**src/rtl/riscv_result_dumper_if.sv**
```systemverilog
// Bus bundle between the result dumper, the data-memory read port and the stream sink.
// master = dumper side; slave = memory/sink side.
interface riscv_result_dumper_if;
  logic        mem_rd_en;
  logic [31:0] mem_addr;
  logic [31:0] mem_rdata;
  logic        out_valid;
  logic [31:0] out_data;
  logic        out_last;
  logic        out_ready;

  modport master (
    output mem_rd_en, mem_addr, out_valid, out_data, out_last,
    input  mem_rdata, out_ready
  );

  modport slave (
    input  mem_rd_en, mem_addr, out_valid, out_data, out_last,
    output mem_rdata, out_ready
  );
endinterface

```
**src/rtl/riscv_result_dumper.sv**
```systemverilog
// Post-run readout: on a rising done, snapshot CPU counters, stream the result matrix
// from data memory, then the cycle and instruction counts, over a valid/ready link.
//
// state  | meaning
// IDLE   | waiting for the first done edge since reset
// REQ    | read strobe issued for result word idx
// WAIT   | memory returns data at the end of this cycle
// SEND   | result word presented, waiting for handshake
// TRL_CC | cycle-count snapshot presented
// TRL_IC | instruction-count snapshot presented (last word)
// FIN    | dump complete, finished held until the next trigger
module riscv_result_dumper #(
  parameter int unsigned M        = 100,
  parameter int unsigned N        = 50,
  parameter int unsigned N2       = 2,
  parameter int unsigned RES_BASE = M * N + N * N2,
  parameter int unsigned RES_LEN  = M * N2
) (
  input  logic                         CLOCK_50,
  input  logic                         rstn,
  input  logic                         done,
  input  logic [31:0]                  clock_count,
  input  logic [31:0]                  instr_cnt,
  riscv_result_dumper_if.master        bus,
  output logic                         busy,
  output logic                         finished
);

  if (RES_LEN == 0) begin : g_len_check
    $error("riscv_result_dumper: RES_LEN must be at least 1");
  end

  localparam logic [31:0] BASE     = 32'(RES_BASE);
  localparam logic [31:0] LAST_IDX = 32'(RES_LEN - 1);

  typedef enum logic [2:0] {IDLE, REQ, WAIT, SEND, TRL_CC, TRL_IC, FIN} state_t;

  state_t      state, state_d;
  logic [31:0] idx, idx_d;
  logic [31:0] cc_snap, cc_snap_d;
  logic [31:0] ic_snap, ic_snap_d;
  logic        done_q;
  logic        trigger;
  logic        handshake;
  logic        rd_en_d, valid_d, last_d, busy_d, finished_d;
  logic [31:0] addr_d, data_d;

  assign trigger   = done && !done_q;
  assign handshake = bus.out_valid && bus.out_ready;

  // Next values of every registered output are computed here so outputs stay glitch-free.
  always_comb begin
    state_d    = state;
    idx_d      = idx;
    cc_snap_d  = cc_snap;
    ic_snap_d  = ic_snap;
    rd_en_d    = 1'b0;
    addr_d     = bus.mem_addr;
    data_d     = bus.out_data;
    valid_d    = bus.out_valid;
    last_d     = bus.out_last;
    finished_d = finished;
    case (state)
      IDLE, FIN: begin
        if (trigger) begin
          state_d    = REQ;
          cc_snap_d  = clock_count;
          ic_snap_d  = instr_cnt;
          idx_d      = '0;
          finished_d = 1'b0;
          rd_en_d    = 1'b1;
          addr_d     = BASE;
        end
      end
      REQ: state_d = WAIT;
      WAIT: begin
        state_d = SEND;
        data_d  = bus.mem_rdata;
        valid_d = 1'b1;
      end
      SEND: begin
        if (handshake) begin
          idx_d = idx + 32'd1;
          if (idx == LAST_IDX) begin
            state_d = TRL_CC;
            data_d  = cc_snap;
            valid_d = 1'b1;
          end else begin
            state_d = REQ;
            valid_d = 1'b0;
            rd_en_d = 1'b1;
            addr_d  = BASE + idx + 32'd1;
          end
        end
      end
      TRL_CC: begin
        if (handshake) begin
          state_d = TRL_IC;
          data_d  = ic_snap;
          last_d  = 1'b1;
        end
      end
      TRL_IC: begin
        if (handshake) begin
          state_d    = FIN;
          valid_d    = 1'b0;
          last_d     = 1'b0;
          finished_d = 1'b1;
        end
      end
      default: state_d = IDLE;
    endcase
    busy_d = (state_d == REQ) || (state_d == WAIT) || (state_d == SEND) ||
             (state_d == TRL_CC) || (state_d == TRL_IC);
  end

  always_ff @(posedge CLOCK_50) begin
    if (!rstn) begin
      state         <= IDLE;
      idx           <= '0;
      cc_snap       <= '0;
      ic_snap       <= '0;
      done_q        <= 1'b0;
      bus.mem_rd_en <= 1'b0;
      bus.mem_addr  <= '0;
      bus.out_valid <= 1'b0;
      bus.out_data  <= '0;
      bus.out_last  <= 1'b0;
      busy          <= 1'b0;
      finished      <= 1'b0;
    end else begin
      state         <= state_d;
      idx           <= idx_d;
      cc_snap       <= cc_snap_d;
      ic_snap       <= ic_snap_d;
      done_q        <= done;
      bus.mem_rd_en <= rd_en_d;
      bus.mem_addr  <= addr_d;
      bus.out_valid <= valid_d;
      bus.out_data  <= data_d;
      bus.out_last  <= last_d;
      busy          <= busy_d;
      finished      <= finished_d;
    end
  end

endmodule

```
**src/flat_wrapper.sv**
```systemverilog
// flat-port wrapper written by rule: the top's interface ports become plain ports
module riscv_result_dumper_flat 
#(
  parameter int unsigned M        = 100,
  parameter int unsigned N        = 50,
  parameter int unsigned N2       = 2,
  parameter int unsigned RES_BASE = M * N + N * N2,
  parameter int unsigned RES_LEN  = M * N2
)
  (CLOCK_50, rstn, done, clock_count, instr_cnt, busy, finished, bus_mem_rd_en, bus_mem_addr, bus_out_valid, bus_out_data, bus_out_last, bus_mem_rdata, bus_out_ready);
  riscv_result_dumper_if bus_i ();
  input  logic CLOCK_50;
  input  logic rstn;
  input  logic done;
  input  logic [31:0] clock_count;
  input  logic [31:0] instr_cnt;
  output logic busy;
  output logic finished;
  output wire logic [$bits(bus_i.mem_rd_en)-1:0] bus_mem_rd_en;
  output wire logic [$bits(bus_i.mem_addr)-1:0] bus_mem_addr;
  output wire logic [$bits(bus_i.out_valid)-1:0] bus_out_valid;
  output wire logic [$bits(bus_i.out_data)-1:0] bus_out_data;
  output wire logic [$bits(bus_i.out_last)-1:0] bus_out_last;
  input wire logic [$bits(bus_i.mem_rdata)-1:0] bus_mem_rdata;
  input wire logic [$bits(bus_i.out_ready)-1:0] bus_out_ready;
  assign bus_mem_rd_en = bus_i.mem_rd_en;
  assign bus_mem_addr = bus_i.mem_addr;
  assign bus_out_valid = bus_i.out_valid;
  assign bus_out_data = bus_i.out_data;
  assign bus_out_last = bus_i.out_last;
  assign bus_i.mem_rdata = bus_mem_rdata;
  assign bus_i.out_ready = bus_out_ready;
  riscv_result_dumper #(.M(M), .N(N), .N2(N2), .RES_BASE(RES_BASE), .RES_LEN(RES_LEN)) u_core (.CLOCK_50(CLOCK_50), .rstn(rstn), .done(done), .clock_count(clock_count), .instr_cnt(instr_cnt), .bus(bus_i), .busy(busy), .finished(finished));
endmodule
```
**config.mk**
```make
export PLATFORM = sky130hd
export DESIGN_NAME = riscv_result_dumper_flat
export DESIGN_NICKNAME = d
export VERILOG_FILES = /design/src/rtl/riscv_result_dumper_if.sv /design/src/rtl/riscv_result_dumper.sv /design/src/flat_wrapper.sv
export SDC_FILE = /design/constraint.sdc
export NUM_CORES = 1
export LEC_CHECK = 0
export BUFFER_PORTS_ARGS = -buffer_cell sky130_fd_sc_hd__buf_4
export CAP_MARGIN = 5
export CORE_MARGIN = 8
export CORE_UTILIZATION = 45
export DETAILED_ROUTE_END_ITERATION = 8
export GPL_ROUTABILITY_DRIVEN = 0
export PLACE_DENSITY = 0.73
export SETUP_SLACK_MARGIN = 0.2
export SLEW_MARGIN = 20
export SYNTH_ARGS = -nofsm -noshare
export SYNTH_HDL_FRONTEND = slang
export SYNTH_SLANG_ARGS = --single-unit
```
**constraint.sdc**
```tcl
create_clock -name CLOCK_50 -period 2.6 [get_ports CLOCK_50]
set_input_delay 0.52 -clock CLOCK_50 [delete_from_list [all_inputs] [get_ports CLOCK_50]]
set_output_delay 0.52 -clock CLOCK_50 [all_outputs]
set_load 0.05 [all_outputs]
```
==> flow_metrics.tcl <==
set metrics [dict create \
    antenna_left 0 \
    fillCellCount 1518 \
    hp-class "input pin to register" \
    synth-main-ff-cell "dfxtp_1" \
    final_nets 1158 \
    final.setup.tns_ps 0 \
    worst_pin_slew_ps 648 \
    p_int_mw 4.70 \
    finalSetupViolCount 0 \
    path_clk_slew_ps 60 \
    synth.distinct_cells 56 \
    initial_core_util_pct 46.1 \
    initialDrtViolationCount 735 \
    yosys.area.top_type "dfxtp_1" \
    critPathCaptureType "register" \
    required_ps 2920 \
    hold_viol_final 0 \
    syn_area_per_cell_sq_um 8.31 \
    period_share_pct 89.2 \
    die_x_microns 146 \
    synth-seq-cells 169 \
    hold_buffers 0 \
    p_seq_share_pct 43.4 \
    netSwitchingFraction_pct 27.3 \
    firstDrtPassIters 5 \
    clk_latency_ps 440 \
    synth-edff-count 0 \
    power.share.clock_pct 42.3 \
    row_count 47 \
    yosysWarnings 0 \
    wl_per_cell_microns 17.8 \
    yosys-top-cells-area "dfxtp_1 44%, nand2_1 7.7%, a21oi_1 6.3%" \
    cts_buffers 17 \
    yosysTopAreaCellShare_pct 44.3 \
    slowest_delay_ps 440 \
    power.combinational.fraction_pct 14.3 \
    die_area_sq_mm 0.0214 \
    area_growth_pct 28.2 \
    vias_per_cell 5.75 \
    hold-worst-slack_ps 305 \
    grt_pass1_vias 6931 \
    crit_type "register to register" \
    layout.cells.non_filler 1290 \
    min_period_ps 2320 \
    max_freq_mhz 431 \
    multi_input_area_sq_mm 0.00377 \
    drc 0 \
    status "completed" \
    p_leak_nw 3.87 \
    grt_usage_pct 21.1 \
    setup.worst_path.start_class "register" \
    synthesis.area_sq_mm 0.00764 \
    cts_tree "done" \
    rsz0062_at_grt "false" \
    path_cells "nor4_1 > nand4_1 > nor4_4 > buf_12 > o221ai_1 > o311a_1" \
    grt_pass1_wl_microns 37200 \
    grt_max_degree 65 \
    critPathMaxFanout 64 \
    syn-instance-count 920 \
    synth-async-reset-ratio_pct 0 \
    worst_path_max_delay_cell "nor4_1" \
    core_area_sq_mm 0.0166 \
    clockBufferDepth 2 \
    drv_cap 0 \
    finClkSkew_ps 12.9 \
    critical_path_arrival_ps 2640 \
    num_vias 7419 \
    cts_sinks 169 \
    finalWirelength_microns 23000 \
    finalPower_mw 6.47 \
    die_h_microns 146 \
    ir_worst_vdd_uv 537 \
    final_max_slew_viol_count 0 \
    n_antenna_cell 0 \
    top_level_ports 169 \
    syn_nets 1021 \
    relSlewSlack_pct 56.7 \
    drive_above_1_share_pct 23.4 \
    synth-seq-area-share_pct 44.3 \
    io_buffers 168 \
    placed_cells 1256 \
    antenna_found_initial 0 \
    r2r_slack_ps 280 \
    hpwl_microns 16000 \
    overflow 0 \
    p_switching_mw 1.76 \
    cts-root-buf "clkbuf_16" \
    power_per_cell_area_mw_per_mm2 660 \
    htree_levels 4 \
    seq_area_sq_mm 0.00338 \
]
## per-stage QoR
step           worst slack (ps)  util [%]  cell area, sq um
2_1_floorplan               494         -              7640
4_1_cts                     341      58.9              9770
3_3_place_gp                265      55.1              9140
3_5_place_dp                198      55.1              9140
6_report                    281      59.1              9800
5_1_grt                     203      59.1              9800
## cells in the mapped netlist (5+ instances only)
cell and count:
nand3_1 22, o311a_1 33, o2bb2ai_1 15, a22oi_1 34
o221ai_1 32, xor2_1 19, nor3_1 15, dfxtp_1 169
and2_1 5, or3_1 12, a211oi_1 10, a21oi_1 96
buf_2 17, or4_1 6, inv_1 38, clkbuf_1 56
o21ai_0 20, nor4_1 12, nand4_1 23, nor2_1 38
nand2_1 157, xnor2_1 22
## routing by layer
layer	GRT usage, %	wire, microns
met1	27.7	10100
met2	32.8	10700
met3	5.04	1550
met4	8.50	537
met5	0	0
## what timing repair did
action / in CTS / in global routing
setup endpoints to repair: 0 / 44
resized for setup: 0 / 3
buffers inserted: 0 / 2
hold endpoints to repair: 0 / 0
## layout make-up
class | count | share of cell area, %
repair buffers | 203 | 16.2
flip-flops and latches | 169 | 34.5
clock buffers | 17 | 4.34
inverters | 39 | 1.49
clock inverters | 15 | 2.17
well taps | 220 | 2.81
multi-input cells | 627 | 38.5
## final timing paths
| check | start | to | cells after the start |
|---|---|---|---|
| setup / recovery | u_core.idx[17] | u_core.bus.out_data[10] | 6 |
| hold / removal | done | u_core.done_q | 2 |
| setup reg to reg | u_core.idx[17] | u_core.bus.out_data[10] | 6 |
| hold reg to reg | u_core.ic_snap[24] | u_core.ic_snap[24] | 2 |
## power by group through the flow
| stage | Clock (mW) | Combinational [mW] | Sequential, mW |
|---|---|---|---|
| finish | 2.74 | 0.925 | 2.80 |
| floorplan | 0 | 0.348 | 3.07 |
| global route | 2.89 | 0.994 | 2.82 |
| CTS | 2.78 | 0.927 | 2.80 |
| global placement | 0 | 0.915 | 2.85 |
| detailed placement | 0 | 0.925 | 2.86 |
## cell families (layout without fill, tap and decap cells)
kind of cell	after synthesis	count (layout)	synth area share, %
compound gates	265	265	24.1
buf+inv	124	274	6.84
fa+ha+maj	1	1	0.164
simple gates	320	320	20.0
flops	169	169	44.3
xor+xnor	41	41	4.70
## critical path, delay by kind of cell (launching register included)
family,cells,cell delay (ps)
and+or+nand+nor,3,1130
DFF,1,410
AOI/OAI and AO/OA,2,310
buffers and inverters,1,290
## registers in the layout, indices dropped and copies added (netlist names)
register,flops
u_core.bus.mem_addr,32
u_core.bus.out_data,32
u_core.cc_snap,32
u_core.ic_snap,32
u_core.idx,32
u_core.state,3
u_core.bus.mem_rd_en,1
u_core.bus.out_last,1
u_core.bus.out_valid,1
u_core.busy,1
u_core.done_q,1
u_core.finished,1
## cells in the final DEF (no fill, tap or decap), types with 4 or more instances in the layout
master,n
nand2_1,156
inv_1,38
and2_1,5
nand4_1,23
o21ai_0,20
bufinv_16,4
a211oi_1,10
o221ai_1,32
o2bb2ai_1,15
or3_1,12
o211ai_1,4
nor3_1,15
clkbuf_16,17
nor4b_1,4
buf_4,198
a22oi_1,34
or4_1,6
o311a_1,33
o31ai_1,4
nor4_1,12
buf_12,5
nand3b_1,4
xor2_1,19
xnor2_1,22
a21oi_1,96
dfxtp_1,169
nand3_1,22
nor2_1,34
inv_6,5
(Power assumes the default switching activity.)
